`config.mk`:
```
export PLATFORM = sky130hd
export DESIGN_NAME = fetch_pc_unit
export DESIGN_NICKNAME = d
export VERILOG_FILES = /design/src/rtl/fetch_pkg.sv /design/src/rtl/fetch_hold_buf.sv /design/src/rtl/fetch_pc_unit.sv
export SDC_FILE = /design/constraint.sdc
export NUM_CORES = 1
export LEC_CHECK = 0
export CORE_MARGIN = 2
export CORE_UTILIZATION = 47
export CTS_BUF_LIST = sky130_fd_sc_hd__clkbuf_8
export DETAILED_ROUTE_END_ITERATION = 6
export MAX_ROUTING_LAYER = met4
export PLACE_DENSITY = 0.79
export SYNTH_ARGS = -nofsm -noshare
export SYNTH_HDL_FRONTEND = slang
export SYNTH_SLANG_ARGS = --single-unit
```
`constraint.sdc`:
```
create_clock -name clock -period 2.2 [get_ports clock]
set_clock_uncertainty 0.1 [all_clocks]
set_input_delay 0.44 -clock clock [delete_from_list [all_inputs] [get_ports clock]]
set_output_delay 0.44 -clock clock [all_outputs]
set_load 0.02 [all_outputs]
```
`src/rtl/fetch_pkg.sv`:
```
// Shared types and defaults for the fetch front end.
// FETCH_PERF_EN enables the performance counters in fetch_pc_unit.
package fetch_pkg;
  typedef enum logic [1:0] {
    ST_RUN    = 2'd0,
    ST_HOLD   = 2'd1,
    ST_HALTED = 2'd2
  } fetch_state_e;

  localparam int unsigned RESET_PC_DEF  = 0;
  localparam int unsigned MEM_WORDS_DEF = 128;
endpackage

```
`src/rtl/fetch_hold_buf.sv`:
```
// Stall capture register: instruction, PC and valid flag.
// Clear has priority over load.
module fetch_hold_buf #(
  parameter int ADDR_W = 32
) (
  input  logic              clock,
  input  logic              reset_n,
  input  logic              i_load,
  input  logic              i_clear,
  input  logic [31:0]       i_inst,
  input  logic [ADDR_W-1:0] i_pc,
  output logic [31:0]       o_inst,
  output logic [ADDR_W-1:0] o_pc,
  output logic              o_valid
);
  logic [31:0]       r_inst;
  logic [ADDR_W-1:0] r_pc;
  logic              r_valid;

  always_ff @(posedge clock or negedge reset_n) begin
    if (!reset_n) begin
      r_inst  <= '0;
      r_pc    <= '0;
      r_valid <= 1'b0;
    end else if (i_clear) begin
      r_valid <= 1'b0;
    end else if (i_load) begin
      r_inst  <= i_inst;
      r_pc    <= i_pc;
      r_valid <= 1'b1;
    end
  end

  assign o_inst  = r_inst;
  assign o_pc    = r_pc;
  assign o_valid = r_valid;
endmodule

```
`src/rtl/fetch_pc_unit.sv`:
```
// Fetch front end: PC, stall hold buffer, redirect squash, halt.
// Define FETCH_PERF_EN to add perf_fetched / perf_squashed.
module fetch_pc_unit
  import fetch_pkg::*;
#(
  parameter int ADDR_W    = 32,
  parameter int MEM_WORDS = MEM_WORDS_DEF,
  parameter int RESET_PC  = RESET_PC_DEF
) (
  input  logic              clock,
  input  logic              reset_n,
  input  logic              stall,
  input  logic              redirect_valid,
  input  logic [ADDR_W-1:0] redirect_target,
  output logic [ADDR_W-1:0] imem_addr,
  input  logic [31:0]       imem_inst,
  output logic [31:0]       inst_out,
  output logic [ADDR_W-1:0] inst_pc,
  output logic              inst_valid,
  output logic              halted
`ifdef FETCH_PERF_EN
  ,
  output logic [31:0]       perf_fetched,
  output logic [15:0]       perf_squashed
`endif
);
  localparam logic [ADDR_W-1:0] LP_END = ADDR_W'(MEM_WORDS);
  localparam logic [ADDR_W-1:0] LP_RST = ADDR_W'(RESET_PC);
  localparam logic [ADDR_W-1:0] LP_ONE = ADDR_W'(1);

  fetch_state_e      r_state, w_state_nxt;
  logic [ADDR_W-1:0] r_pc, w_pc_nxt;
  logic [ADDR_W-1:0] r_pc_d1;
  logic              r_valid_d1;
  logic              w_vd1_run, w_vd1_nxt;
  logic              w_load, w_clear, w_in_range;
  logic [31:0]       w_buf_inst;
  logic [ADDR_W-1:0] w_buf_pc;
  logic              w_buf_valid;

  assign w_in_range = (r_pc < LP_END);

  // w_vd1_run: word latched this edge would be valid absent a redirect
  always_comb begin
    w_state_nxt = r_state;
    w_pc_nxt    = r_pc;
    w_vd1_run   = 1'b0;
    w_load      = 1'b0;
    w_clear     = 1'b0;
    unique case (r_state)
      ST_RUN: begin
        if (stall && r_valid_d1) begin
          w_load      = 1'b1;
          w_state_nxt = ST_HOLD;
          w_vd1_run   = w_in_range;
        end else if (!w_in_range) begin
          w_state_nxt = ST_HALTED;
        end else if (!stall) begin
          w_pc_nxt  = r_pc + LP_ONE;
          w_vd1_run = 1'b1;
        end
      end
      ST_HOLD: begin
        if (stall) begin
          w_vd1_run = w_in_range;
        end else begin
          w_clear = 1'b1;
          if (!w_in_range) begin
            w_state_nxt = ST_HALTED;
          end else begin
            w_state_nxt = ST_RUN;
            w_pc_nxt    = r_pc + LP_ONE;
            w_vd1_run   = 1'b1;
          end
        end
      end
      default: ;
    endcase
    w_vd1_nxt = w_vd1_run;
    if (redirect_valid) begin
      w_state_nxt = ST_RUN;
      w_pc_nxt    = redirect_target;
      w_vd1_nxt   = 1'b0;
      w_load      = 1'b0;
      w_clear     = 1'b1;
    end
  end

  always_ff @(posedge clock or negedge reset_n) begin
    if (!reset_n) begin
      r_state    <= ST_RUN;
      r_pc       <= LP_RST;
      r_pc_d1    <= '0;
      r_valid_d1 <= 1'b0;
    end else begin
      r_state    <= w_state_nxt;
      r_pc       <= w_pc_nxt;
      r_pc_d1    <= r_pc;
      r_valid_d1 <= w_vd1_nxt;
    end
  end

  fetch_hold_buf #(.ADDR_W(ADDR_W)) u_hold (
    .clock   (clock),
    .reset_n (reset_n),
    .i_load  (w_load),
    .i_clear (w_clear),
    .i_inst  (imem_inst),
    .i_pc    (r_pc_d1),
    .o_inst  (w_buf_inst),
    .o_pc    (w_buf_pc),
    .o_valid (w_buf_valid)
  );

  assign imem_addr  = r_pc;
  assign inst_out   = (r_state == ST_HOLD) ? w_buf_inst : imem_inst;
  assign inst_pc    = (r_state == ST_HOLD) ? w_buf_pc : r_pc_d1;
  assign inst_valid = (r_state == ST_HOLD) ? w_buf_valid : r_valid_d1;
  assign halted     = (r_state == ST_HALTED);

`ifdef FETCH_PERF_EN
  logic [31:0] r_fetched;
  logic [15:0] r_squashed;

  always_ff @(posedge clock or negedge reset_n) begin
    if (!reset_n) begin
      r_fetched  <= '0;
      r_squashed <= '0;
    end else begin
      if (inst_valid && !stall && (r_fetched != '1))
        r_fetched <= r_fetched + 32'd1;
      if (redirect_valid && w_vd1_run && (r_squashed != '1))
        r_squashed <= r_squashed + 16'd1;
    end
  end

  assign perf_fetched  = r_fetched;
  assign perf_squashed = r_squashed;
`endif
endmodule

```
==> flow_metrics.tcl <==
set metrics [dict create \
    dp.final_hpwl_mm 9.34 \
    cts_buffers 17 \
    setup_viol 64 \
    synthDistinctLibCells 40 \
    clock-sinks 132 \
    synth_warnings 0 \
    initial_core_util_pct 48.1 \
    wirelength_mm 14.0 \
    grt_max_degree 60 \
    clk_pin_slew_ps 70 \
    route.detailed.drc 0 \
    antenna_found_initial 0 \
    p_leak_nw 3.80 \
    die_y_um 115 \
    path_class "register to output port" \
    fin_crit_ps 2390 \
    hold_viol 0 \
    cts_root_buf "clkbuf_8" \
    tightestPinTransition_ps 531 \
    fmax_ghz 0.418 \
    holdCritPathClass "input pin to register" \
    grt_usage_pct 22.4 \
    layout.nets 640 \
    r2r_start "imem_addr[26]$_DFFE_PN0P_" \
    clock_latency_ps 440 \
    slew-limit-headroom_pct 64.6 \
    holdWs_ps 173 \
    vias 3922 \
    cp-start-kind "register" \
    p_seq_share_pct 46.7 \
    ir_worst_vdd_v 0.000634 \
    grt_pass1_vias 4191 \
    ys_seq_area_share_pct 57.5 \
    p_clk_share_pct 37.5 \
    critPathArrivalTime_ps 1850 \
    core_sq_um 12000 \
    power.total_w 0.00577 \
    power_density_nw_per_um2 710 \
    io_pins 166 \
    viasPerCell 5.37 \
    syn_inst 386 \
    firstDrtPassIters 4 \
    layout_commonest_cell "dfrtp_1" \
    slew_violations 0 \
    required_ps 1660 \
    worstSetupEndpointType "output port" \
    final_cell_mix "131 x dfrtp_1, 95 x clkdlybuf4s50_1, 73 x mux2_2" \
    switching_power_w 0.00147 \
    antenna_cells 0 \
    drv_cap 0 \
    setup_ws_ps -191 \
    io_buffers 165 \
    post_drt_wl_per_cell_um 19.1 \
    crit_start "r_state[1]$_DFFE_PN0P_" \
    violations "setup timing" \
    swShare_pct 25.5 \
    drive_above_1_share_pct 38.8 \
    synth_nets 455 \
    combPwrFrac_pct 15.8 \
    area_growth_pct 41.3 \
    die_area_sq_um 13100 \
    cts_tree "yes" \
    rsz0062_at_grt "true" \
    ys_ff_latch 132 \
    cp_max_fo 5 \
    synth_area_sq_um 5750 \
    finalCritPeriodShare_pct 109 \
    ant_nets 0 \
    grt_pass1_wl_mm 21.6 \
    hold_start "redirect_valid" \
    rows 40 \
    p_int_w 0.00430 \
    placed_area_sq_um 7590 \
    die_w_um 115 \
    place.gp.congestion 0.818 \
    drtIter0Drc 152 \
    cts_buffer_depth 2 \
    gr-total-overflow 0 \
    syn_area_per_cell_sq_um 14.9 \
    fin_area_sq_um 8120 \
    status "complete, but fails checks" \
    htree_levels 4 \
]
## metrics by stage
step	utilization [%]	setup TNS (ps)	worst slack (ps)	std cells
floorplan	-	0	272	386
global placement	63.5	-3550	-85.2	691
detailed placement	63.5	-4980	-107	691
CTS	66.6	-12920	-283	728
global route	67.9	-14600	-274	730
finish	67.9	-8870	-191	730
## state kept, by name, summed over array words and instances (netlist names)
| name | flops |
|---|---|
| r_valid_d1 | 1 |
| u_hold.o_pc | 32 |
| u_hold.o_inst | 32 |
| r_state | 2 |
| u_hold.o_valid | 1 |
| r_pc_d1 | 32 |
| imem_addr | 32 |
## power groups by stage
stage,combinational (W),clock [W],sequential [W]
global placement,0.000921,0,0.00273
detailed placement,0.000933,0,0.00274
floorplan,0.000334,0,0.00277
CTS,0.000886,0.00221,0.00269
finish,0.000914,0.00216,0.00269
global route,0.000971,0.00232,0.00271
## cell families after synthesis
kind of cell	after synthesis	share of synthesized area [%]
AOI/OAI and AO/OA	21	2.50
adders and majority gates	1	0.218
buffers and inverters	24	2.50
DFF	132	57.5
muxes	153	30.0
and+or+nand+nor	55	7.34
## what timing repair did
action / in CTS / in global routing
buffers inserted: 4 / 1
cloned: 1 / 3
hold buffers: 1 / 0
pin swaps: 0 / 0
resized for setup: 256 / 105
hold endpoints to repair: 43 / 0
endpoints found under the setup margin: 67 / 67
## critical path, stage by stage, from the launching register on
cell and delay, ps:
dfrtp_1 420, nor2b_4 190, buf_6 170, clkbuf_16 170, mux2_2 340, buf_6 130
## cells in the mapped netlist, drive strengths merged
master / number / area share [%]
or3: 3 / 0.33
nand4: 4 / 0.70
and4: 1 / 0.17
nand3: 10 / 0.87
buf: 17 / 2.0
nor2b: 3 / 0.33
and4b: 1 / 0.17
nor3b: 2 / 0.26
a31oi: 1 / 0.11
mux2: 153 / 30
o211ai: 4 / 0.52
a22oi: 2 / 0.26
or2: 2 / 0.22
nor2: 6 / 0.39
nand2: 4 / 0.26
ha: 1 / 0.22
dfrtp: 132 / 57
o311ai: 2 / 0.30
a221oi: 1 / 0.15
a21oi: 3 / 0.26
a211oi: 1 / 0.13
nor4: 11 / 2.6
inv: 5 / 0.33
nor3: 5 / 0.44
nor4bb: 1 / 0.17
clkbuf: 2 / 0.13
o311a: 1 / 0.17
o22a: 1 / 0.15
nand4b: 2 / 0.41
o21ai: 5 / 0.44
## path summary, 6_finish.rpt
path / slack, ps / depth (start not counted) / endpoint
min: 170 / 3 / r_valid_d1$_DFF_PN0_
max reg2reg: 330 / 4 / imem_addr[0]$_DFFE_PN0P_
min reg2reg: 380 / 0 / r_pc_d1[0]$_DFF_PN0_
min in group asynchronous: 390 / 2 / imem_addr[19]$_DFFE_PN0P_
max: -190 / 5 / inst_out[0]
max in group asynchronous: 920 / 3 / u_hold.o_pc[13]$_DFFE_PN0P_
## layer usage
| layer | vias to the layer above | GRT usage, % | share of wire (%) | wire [um] |
|---|---|---|---|---|
| li1 | 1795 | - | - | - |
| met1 | 1996 | 26.7 | 42 | 5900 |
| met2 | 106 | 36.6 | 51 | 7150 |
| met3 | 25 | 6.03 | 4.8 | 664 |
| met4 | 0 | 8.05 | 1.7 | 242 |
| met5 | - | - | 0 | 0 |
## cell type report
class	count	area, sq um
multi-input combinational	230	2410
clock buffer	19	262
clock inverter	12	163
sequential	132	3300
timing repair buffer	185	1780
fill	872	3840
inverter	5	18.8
tap	147	184
No activity file was read; power rests on OpenSTA's default activity.
